File: config.mk
export PLATFORM = sky130hd
export DESIGN_NAME = wb_port_arbiter
export DESIGN_NICKNAME = d
export VERILOG_FILES = /design/src/rtl/wb_port_arbiter.sv
export SDC_FILE = /design/constraint.sdc
export NUM_CORES = 1
export LEC_CHECK = 0
export ABC_AREA = 0
export CAP_MARGIN = 20
export CORE_AREA = 3 3 109 137
export CTS_CLUSTER_DIAMETER = 80
export CTS_CLUSTER_SIZE = 20
export DETAILED_ROUTE_END_ITERATION = 8
export DIE_AREA = 0 0 112 140
export DONT_BUFFER_PORTS = 1
export PLACE_DENSITY = 0.62
export SYNTH_ARGS = -nofsm -noshare
export SYNTH_HDL_FRONTEND = slang
export SYNTH_SLANG_ARGS = --single-unit
File: constraint.sdc
create_clock -name clk -period 3.1 [get_ports clk]
set_clock_uncertainty 0.15 [all_clocks]
set_input_delay 0.62 -clock clk [delete_from_list [all_inputs] [get_ports clk]]
set_output_delay 0.62 -clock clk [all_outputs]
set_load 0.05 [all_outputs]
File: src/rtl/wb_port_arbiter.sv
// MEM/WB register plus register-file write-port arbiter with a multi-cycle result FIFO.
// Define LOAD_EXT_EN to enable LB/LBU/LH/LHU load formatting; otherwise loads write the raw word.
module wb_port_arbiter #(
    parameter int DEPTH = 2,
    parameter int AW    = 5,
    parameter int DW    = 32
) (
    input  logic                    clk,
    input  logic                    rst,
    input  logic                    stall,
    input  logic                    flush,
    input  logic                    mem_valid,
    input  logic                    mem_reg_write,
    input  logic                    mem_mem_to_reg,
    input  logic [AW-1:0]           mem_dest,
    input  logic [DW-1:0]           mem_alu_out,
    input  logic [DW-1:0]           mem_read_data,
    input  logic [2:0]              mem_load_type,
    input  logic                    mc_valid,
    input  logic [AW-1:0]           mc_dest,
    input  logic [DW-1:0]           mc_data,
    output logic                    mc_ready,
    input  logic [AW-1:0]           q_a1,
    input  logic [AW-1:0]           q_a2,
    output logic                    pend_hit,
    output logic [$clog2(DEPTH):0]  fifo_count,
    output logic                    WE3,
    output logic [AW-1:0]           A3,
    output logic [DW-1:0]           WD3
);

    localparam int PW = $clog2(DEPTH);
    localparam int CW = PW + 1;

    logic          r_wb_valid;
    logic          r_wb_reg_write;
    logic          r_wb_m2r;
    logic [AW-1:0] r_wb_dest;
    logic [DW-1:0] r_wb_alu;
    logic [DW-1:0] r_wb_rdata;
`ifdef LOAD_EXT_EN
    logic [2:0]    r_wb_ltype;
`endif

    logic [AW-1:0] r_fifo_dest [DEPTH];
    logic [DW-1:0] r_fifo_data [DEPTH];
    logic [PW-1:0] r_wr_ptr;
    logic [PW-1:0] r_rd_ptr;
    logic [CW-1:0] r_count;

    logic          w_pipe_we;
    logic          w_push;
    logic          w_pop;
    logic          w_mc_acc;
    logic [DW-1:0] w_load;
    logic [DW-1:0] w_wb_data;
    logic          w_buf_hit;
    logic [PW-1:0] w_off;

    always_ff @(posedge clk or posedge rst) begin
        if (rst) begin
            r_wb_valid     <= 1'b0;
            r_wb_reg_write <= 1'b0;
            r_wb_m2r       <= 1'b0;
            r_wb_dest      <= '0;
            r_wb_alu       <= '0;
            r_wb_rdata     <= '0;
`ifdef LOAD_EXT_EN
            r_wb_ltype     <= '0;
`endif
        end else if (flush) begin
            r_wb_valid     <= 1'b0;
        end else if (!stall) begin
            r_wb_valid     <= mem_valid;
            r_wb_reg_write <= mem_reg_write;
            r_wb_m2r       <= mem_mem_to_reg;
            r_wb_dest      <= mem_dest;
            r_wb_alu       <= mem_alu_out;
            r_wb_rdata     <= mem_read_data;
`ifdef LOAD_EXT_EN
            r_wb_ltype     <= mem_load_type;
`endif
        end
    end

`ifdef LOAD_EXT_EN
    logic [7:0]  w_byte;
    logic [15:0] w_half;

    // Little-endian lane select on the stored effective address
    always_comb begin
        w_byte = 8'(r_wb_rdata >> {r_wb_alu[1:0], 3'b000});
        w_half = 16'(r_wb_rdata >> {r_wb_alu[1], 4'b0000});
        case (r_wb_ltype)
            3'd1:    w_load = {{(DW-8){w_byte[7]}}, w_byte};
            3'd2:    w_load = {{(DW-8){1'b0}}, w_byte};
            3'd3:    w_load = {{(DW-16){w_half[15]}}, w_half};
            3'd4:    w_load = {{(DW-16){1'b0}}, w_half};
            default: w_load = r_wb_rdata;
        endcase
    end
`else
    logic w_unused;
    assign w_unused = ^mem_load_type;
    assign w_load   = r_wb_rdata;
`endif

    assign w_wb_data = r_wb_m2r ? w_load : r_wb_alu;
    assign w_pipe_we = r_wb_valid & r_wb_reg_write & (r_wb_dest != '0);

    assign mc_ready   = (r_count < CW'(DEPTH));
    assign fifo_count = r_count;
    assign w_mc_acc   = mc_valid & mc_ready;
    assign w_push     = w_mc_acc & (mc_dest != '0);
    assign w_pop      = ~w_pipe_we & (r_count != '0);

    always_comb begin
        WE3 = 1'b0;
        A3  = '0;
        WD3 = '0;
        if (w_pipe_we) begin
            WE3 = 1'b1;
            A3  = r_wb_dest;
            WD3 = w_wb_data;
        end else if (r_count != '0) begin
            WE3 = 1'b1;
            A3  = r_fifo_dest[r_rd_ptr];
            WD3 = r_fifo_data[r_rd_ptr];
        end
    end

    always_ff @(posedge clk) begin
        if (w_push) begin
            r_fifo_dest[r_wr_ptr] <= mc_dest;
            r_fifo_data[r_wr_ptr] <= mc_data;
        end
    end

    always_ff @(posedge clk or posedge rst) begin
        if (rst) begin
            r_wr_ptr <= '0;
            r_rd_ptr <= '0;
            r_count  <= '0;
        end else begin
            if (w_push)
                r_wr_ptr <= r_wr_ptr + PW'(1);
            if (w_pop)
                r_rd_ptr <= r_rd_ptr + PW'(1);
            case ({w_push, w_pop})
                2'b10:   r_count <= r_count + CW'(1);
                2'b01:   r_count <= r_count - CW'(1);
                default: r_count <= r_count;
            endcase
        end
    end

    // Entry i is live when its distance from the read pointer is below count
    always_comb begin
        w_buf_hit = 1'b0;
        w_off     = '0;
        for (int i = 0; i < DEPTH; i++) begin
            w_off = PW'(i) - r_rd_ptr;
            if (({1'b0, w_off} < r_count) && (r_fifo_dest[i] != '0) &&
                ((r_fifo_dest[i] == q_a1) || (r_fifo_dest[i] == q_a2)))
                w_buf_hit = 1'b1;
        end
    end

    assign pend_hit = w_buf_hit |
                      (w_mc_acc & (mc_dest != '0) &
                       ((mc_dest == q_a1) | (mc_dest == q_a2)));

endmodule

==> results of run 1 <==
placed cells by master, fill, tap and decap left out, drive strengths merged, types with 4 or more instances in the layout:
cell type,synthesis,routed
inv,4,5
nand3,6,6
nor3,6,6
a21oi,4,4
nand2,6,6
xnor2,18,18
nor2,7,7
o22ai,33,33
clkbuf,17,22
bufinv,0,4
xor2,17,17
dfrtp,76,76
buf,7,52
o21ai,7,7
mux2,71,71
mux2i,70,70
edfxtp,74,74
power by group:
part / leakage, uW / switching (uW) / total, uW / internal [uW]
Clock: 0.000288 / 788 / 2140 / 1350
Sequential: 0.00157 / 210 / 2680 / 2470
Combinational: 0.00128 / 1980 / 3250 / 1270
Total: 0.00314 / 2980 / 8070 / 5100
worst max-delay path: stages (launching register included):
cell and delay, ns:
dfrtp_1 0.40, or4_4 0.56, o21ai_4 0.18, o21ai_4 0.11
buf_12 0.18, o22ai_1 0.21, buf_4 0.24
synth_stat cells:
master,count
and2_1,1
nor2b_1,1
a21oi_1,4
o21ai_0,5
o21ai_4,1
buf_1,2
buf_2,4
nand2_1,6
o22ai_1,24
o31ai_1,1
mux2_2,71
o21ai_2,1
or4_1,2
edfxtp_1,74
ha_1,1
o22ai_2,9
buf_6,1
xor2_1,17
dfrtp_1,76
o211ai_1,1
nand3_1,6
mux2i_1,70
inv_1,4
a211o_1,1
xnor2_1,18
nor2_1,7
nor3_1,6
or4_4,1
clkbuf_1,17
metrics by stage:
step | hold WS (ns) | std cells | instance area [um^2] | worst slack, ns | power (uW)
finish | 0.00392 | 668 | 7960 | 0.0386 | 8070
detailed placement | 0.338 | 634 | 7270 | 0.329 | 5920
global route | 0.0382 | 668 | 7960 | -0.0442 | 8420
floorplan | 0.318 | 432 | 6570 | -0.439 | 4860
global placement | 0.333 | 634 | 7270 | 0.332 | 5880
CTS | 0.0255 | 668 | 7910 | 0.0230 | 8100
routing by layer:
| metal | vias to the layer above | wire (um) |
|---|---|---|
| met3 | 13 | 1050 |
| met1 | 1885 | 5430 |
| met2 | 115 | 7660 |
| met4 | 2 | 170 |
| met5 | - | 17 |
| li1 | 1720 | - |
flip-flops by register name (all words and copies together), names as in the netlist:
signal	flops
fifo_count	2
r_fifo_data	64
r_fifo_dest	10
r_rd_ptr	1
r_wb_alu	32
r_wb_dest	5
r_wb_m2r	1
r_wb_rdata	32
r_wb_reg_write	1
r_wb_valid	1
r_wr_ptr	1
what timing repair did:
action / CTS / global route
setup buffers: 2 / 0
endpoints found under the setup margin: 33 / 26
resized for setup: 1 / 13
cell type report:
cell class,count,area share [%]
well taps,175,2.75
clock buffers,21,5.53
flip-flops and latches,150,51.8
inverters,4,0.204
multi-input cells,254,29.9
repair buffers,53,7.60
clock inverters,11,2.18
logic make-up (layout without fill, tap and decap cells):
logic type / count (synthesis) / count (layout) / share of synthesized area, %
mux: 141 / 141 / 22.9
flops: 150 / 150 / 62.8
xor+xnor: 35 / 35 / 4.67
fa+ha+maj: 1 / 1 / 0.191
compound gates: 47 / 47 / 5.43
buf+inv: 28 / 89 / 1.79
simple gates: 30 / 30 / 2.25
worst paths after layout:
path                                                  from                          to  slack (ns)  depth (start not counted)
worst min register to register  r_wb_reg_write$_DFFE_PP0P_  r_wb_reg_write$_DFFE_PP0P_        0.35                          1
max in group asynchronous                              rst        r_wb_m2r$_DFFE_PP0P_        2.11                          2
worst min-delay path                                   rst  r_wb_rdata[21]$_DFFE_PP0P_       0.004                          1
min in group clk                                     flush      r_wb_valid$_DFFE_PP0P_        0.12                          1
worst max-delay path              r_wb_dest[1]$_DFFE_PP0P_                      WD3[3]        0.04                          6
worst max register to register    r_wb_dest[1]$_DFFE_PP0P_   fifo_count[1]$_DFFE_PP0P_        0.85                          8
==> results.py, run 1 <==
metrics = {
    "synth": {
        "ys_ff_latch": 150,
        "ys_seq_area_share_pct": 62.8,
        "yosysTopAreaCellShare_pct": 33.8,
        "ys_types": 29,
        "synthTopCellsByArea": "edfxtp_1 (34%), dfrtp_1 (29%), mux2_2 (12%), mux2i_1 (11%), xnor2_1 (2.4%)",
        "synth_area_per_cell_um2": 15.2,
        "ys_warn_count": 0,
        "synthesis.area_um2": 6570,
        "synth_fp_nets": 560,
        "syn-instance-count": 432,
        "netlist.top_cell.by_area": "edfxtp_1",
    },
    "worst_hold_path": {
        "holdCritPathClass": "input port to asynchronous set/reset pin",
    },
    "critical_path": {
        "critPathLaunchType": "flop",
        "cp-end-kind": "output pin",
        "cp.required_ns": 2.33,
        "cp.arrival_ns": 2.29,
        "worstSetupPathType": "flop to output pin",
        "crit_fanout": 24,
    },
    "sta": {
        "setup_tns_ns": 0,
        "fin_crit_ns": 3.06,
        "min_period_over_period_pct": 98.8,
        "max_freq_mhz": 327,
        "setup_viol": 0,
        "slew_violations": 0,
        "grt_setup_unrepaired": "yes",
        "maxSlewHeadroom_pct": 56.8,
        "hold_viol": 0,
        "worstMarginPinSlew_ns": 0.647,
    },
    "finish": {
        "final_nets": 608,
        "final_core_util_pct": 57.9,
        "antenna_cells": 0,
        "drive_above_1_share_pct": 35.5,
        "fillers": 1107,
        "regArea_um2": 4130,
        "syn2layout_area_growth_pct": 21.3,
        "multiInputGateArea_um2": 2380,
    },
    "route": {
        "postRouteAntennaNets": 0,
        "wl_per_cell_um": 21.4,
        "drc_errors": 0,
        "drt-vias-per-instance": 5.59,
        "drt_wl_total_um": 14300,
        "num_vias": 3735,
        "first_pass_iters": 4,
        "drt-initial-drc-count": 200,
    },
    "power": {
        "p_per_area_nw_per_um2": 1010,
        "power.leakage_uw": 0.00314,
        "peakVddDrop_v": 0.000538,
    },
    "floorplanning": {
        "core-area_um2": 13800,
        "num_rows": 48,
        "die_x_um": 112,
        "io_pins": 169,
        "die_y_um": 140,
        "fp.dieArea_um2": 15700,
        "initial_core_util_pct": 47.7,
    },
    "grt": {
        "grt_use_met3_pct": 6.91,
        "grt_overflow": 0,
        "grt_pass1_wl_um": 22500,
        "gr-usage-met1_pct": 21.4,
        "grt-busiest-layer": "met2",
        "grt_max_degree": 72,
        "grt.total_usage_pct": 18.6,
        "met2_usage_pct": 32.2,
        "antenna_found_initial": 1,
        "grt_pass1_vias": 4154,
    },
    "place": {
        "hpwl_um": 9630,
        "place_congestion": 0.839,
        "io_buffers": 0,
    },
    "cts": {
        "cts.htree.levels": 4,
        "clockBufferDepth": 2,
        "cts_buffers": 17,
        "insertion_delay_ns": 0.41,
        "cts_hold_buffers": 0,
        "clock_sinks": 150,
        "root_buffer": "clkbuf_16",
        "cts_tree": "done",
        "clk_pin_slew_ns": 0.06,
    },
    "job": {
        "max_cap_violations": 0,
    },
    "status": {
        "status": "completed",
    },
}
No activity file was read; power rests on OpenSTA's default activity.
==> run 2, diff against run 1 <==
--- a/config.mk
+++ b/config.mk
@@ -6,14 +6,15 @@
 export NUM_CORES = 1
 export LEC_CHECK = 0
 export ABC_AREA = 0
+export BUFFER_PORTS_ARGS = -buffer_cell sky130_fd_sc_hd__buf_2
 export CAP_MARGIN = 20
 export CORE_AREA = 3 3 109 137
+export CTS_BUF_LIST = sky130_fd_sc_hd__clkbuf_16
 export CTS_CLUSTER_DIAMETER = 80
 export CTS_CLUSTER_SIZE = 20
 export DETAILED_ROUTE_END_ITERATION = 8
 export DIE_AREA = 0 0 112 140
-export DONT_BUFFER_PORTS = 1
-export PLACE_DENSITY = 0.62
+export PLACE_DENSITY = 0.73
 export SYNTH_ARGS = -nofsm -noshare
 export SYNTH_HDL_FRONTEND = slang
 export SYNTH_SLANG_ARGS = --single-unit
==> results.py, run 2 (synthesized netlist as in run 1, its figures left out) <==
metrics = {
    "sta": {
        "setup_ws_ns": -0.0223,
        "setup_viol": 5,
        "maxSlewHeadroom_pct": 58.2,
        "worstMarginPinSlew_ns": 0.627,
        "setup_tns_ns": -0.0677,
        "slew_violations": 0,
        "grt_setup_unrepaired": "yes",
        "fin_crit_ns": 3.12,
        "min_period_over_period_pct": 101,
        "hold_viol": 0,
        "max_freq_mhz": 320,
    },
    "finish": {
        "drive_above_1_share_pct": 51.6,
        "layout_commonest_cell": "buf_2",
        "largest-register": "r_fifo_data",
        "reg_top3": "r_fifo_data (64), r_wb_alu (32), r_wb_rdata (32)",
        "final_area_um2": 8740,
        "largest_register_ffs": 64,
        "syn2layout_area_growth_pct": 33.1,
        "fillers": 1033,
        "final_cells": 807,
        "final_cell_mix": "buf_2 (128), dfrtp_1 (74), edfxtp_1 (74), mux2_2 (71), mux2i_1 (70)",
        "final_nets": 745,
    },
    "floorplanning": {
        "core-area_um2": 13800,
        "die_y_um": 140,
        "die_x_um": 112,
        "fp.dieArea_um2": 15700,
        "num_rows": 48,
        "initial_core_util_pct": 47.7,
        "io_pins": 169,
    },
    "status": {
        "violations": "negative setup slack",
        "status": "finished, violations left",
    },
    "place": {
        "dp_cells": 763,
        "placed_area_um2": 7700,
        "hpwl_um": 10900,
        "preCtsSetupSlack_ns": 0.267,
        "place_congestion": 0.854,
        "io_buffers": 165,
    },
    "cts": {
        "insertion_delay_ns": 0.41,
        "root_buffer": "clkbuf_16",
        "clock_sinks": 150,
        "cts.htree.levels": 4,
        "cts_hold_buffers": 0,
        "clk_pin_slew_ns": 0.06,
        "clockBufferDepth": 2,
        "cts_tree": "done",
        "cts_buffers": 17,
    },
    "route": {
        "drt_wl_total_um": 15900,
        "first_pass_iters": 4,
        "drc_errors": 0,
        "wl_per_cell_um": 19.6,
        "postRouteAntennaNets": 0,
        "drt-vias-per-instance": 5.38,
        "num_vias": 4342,
        "drt-initial-drc-count": 175,
    },
    "grt": {
        "grt_overflow": 0,
        "grt_max_degree": 77,
        "grt_pass1_vias": 4723,
        "grt.total_usage_pct": 19.9,
        "grt_pass1_wl_um": 24200,
        "antenna_found_initial": 2,
    },
    "job": {
        "max_cap_violations": 0,
    },
    "critical_path": {
        "cp.arrival_ns": 2.35,
        "cp.required_ns": 2.33,
        "cp-end-kind": "output pin",
        "worstSetupPathType": "flop to output pin",
        "startpoint": "r_wb_dest[1]$_DFFE_PP0P_",
        "critPathLaunchType": "flop",
        "crit_fanout": 5,
        "rr_startpoint": "r_wb_dest[1]$_DFFE_PP0P_",
    },
    "power": {
        "p_per_area_nw_per_um2": 942,
        "peakVddDrop_v": 0.000682,
        "power.leakage_uw": 0.00371,
    },
    "worst_hold_path": {
        "holdCritPathClass": "input port to asynchronous set/reset pin",
    },
}
## run 2: cell types whose count changed in the layout (fill, tap and decap cells not counted), sizes merged
cell    previous run  this run
o21ai              7         8
buf               52       188
clkbuf            22        18
clkinv             3         6
inv                5         8
bufinv             4         2
diode              0         2
## run 2: final timing paths
path / to / slack [ns] / cells after the start
max: WD3[23] / -0.02 / 6
max in group asynchronous: r_rd_ptr$_DFFE_PP0P_ / 2.30 / 3
min: r_wb_alu[15]$_DFFE_PP0P_ / 0.13 / 3
max reg2reg: fifo_count[1]$_DFFE_PP0P_ / 0.64 / 10
min reg2reg: r_wb_alu[26]$_DFFE_PP0P_ / 0.36 / 1
min in group clk: r_fifo_data[1][19]$_DFFE_PP_ / 0.25 / 1
## run 2: area by class of cell
class | instances | area [um^2] | area share, %
sequential | 150 | 4130 | 47.2
multi-input combinational | 255 | 2480 | 28.4
timing repair buffer | 189 | 1310 | 15.0
clock buffer | 17 | 425 | 4.87
tap | 175 | 219 | 2.51
clock inverter | 15 | 155 | 1.78
inverter | 4 | 16.3 | 0.186
antenna | 2 | 5.00 | 0.0573
## run 2: power by group
| group | internal, uW | switching [uW] | leakage (uW) |
|---|---|---|---|
| Sequential | 2470 | 272 | 0.00157 |
| Clock | 1190 | 810 | 0.000281 |
| Combinational | 1400 | 2080 | 0.00186 |
## run 2: critical path, cell delays in order (launching register included)
cell	delay [ns]
dfrtp_1	0.39
or4_4	0.55
o21ai_4	0.20
o21ai_4	0.18
clkbuf_16	0.22
o22ai_1	0.18
buf_4	0.23
## run 2: per-stage QoR
stage | hold slack (ns) | total power [uW] | utilization [%]
after floorplan | 0.318 | 4860 | -
after global placement | 0.335 | 5610 | 56.0
after detailed placement | 0.345 | 5670 | 56.0
after CTS | 0.153 | 7930 | 61.4
after global routing | 0.181 | 8570 | 63.5
final | 0.127 | 8230 | 63.5
## run 2: per-layer routing
layer	wire length, um	track usage [%]	vias to the layer above
met4	301	7.78	0
li1	-	-	2001
met2	8610	35.7	133
met5	0	0	-
met1	6130	23.3	2189
met3	816	3.98	19
## run 2: timing repair
action                                  in CTS  in global routing
gates resized for setup                     42                 47
endpoints found under the setup margin      38                 37
buffers inserted                             2                  5
cloned                                       0                  3
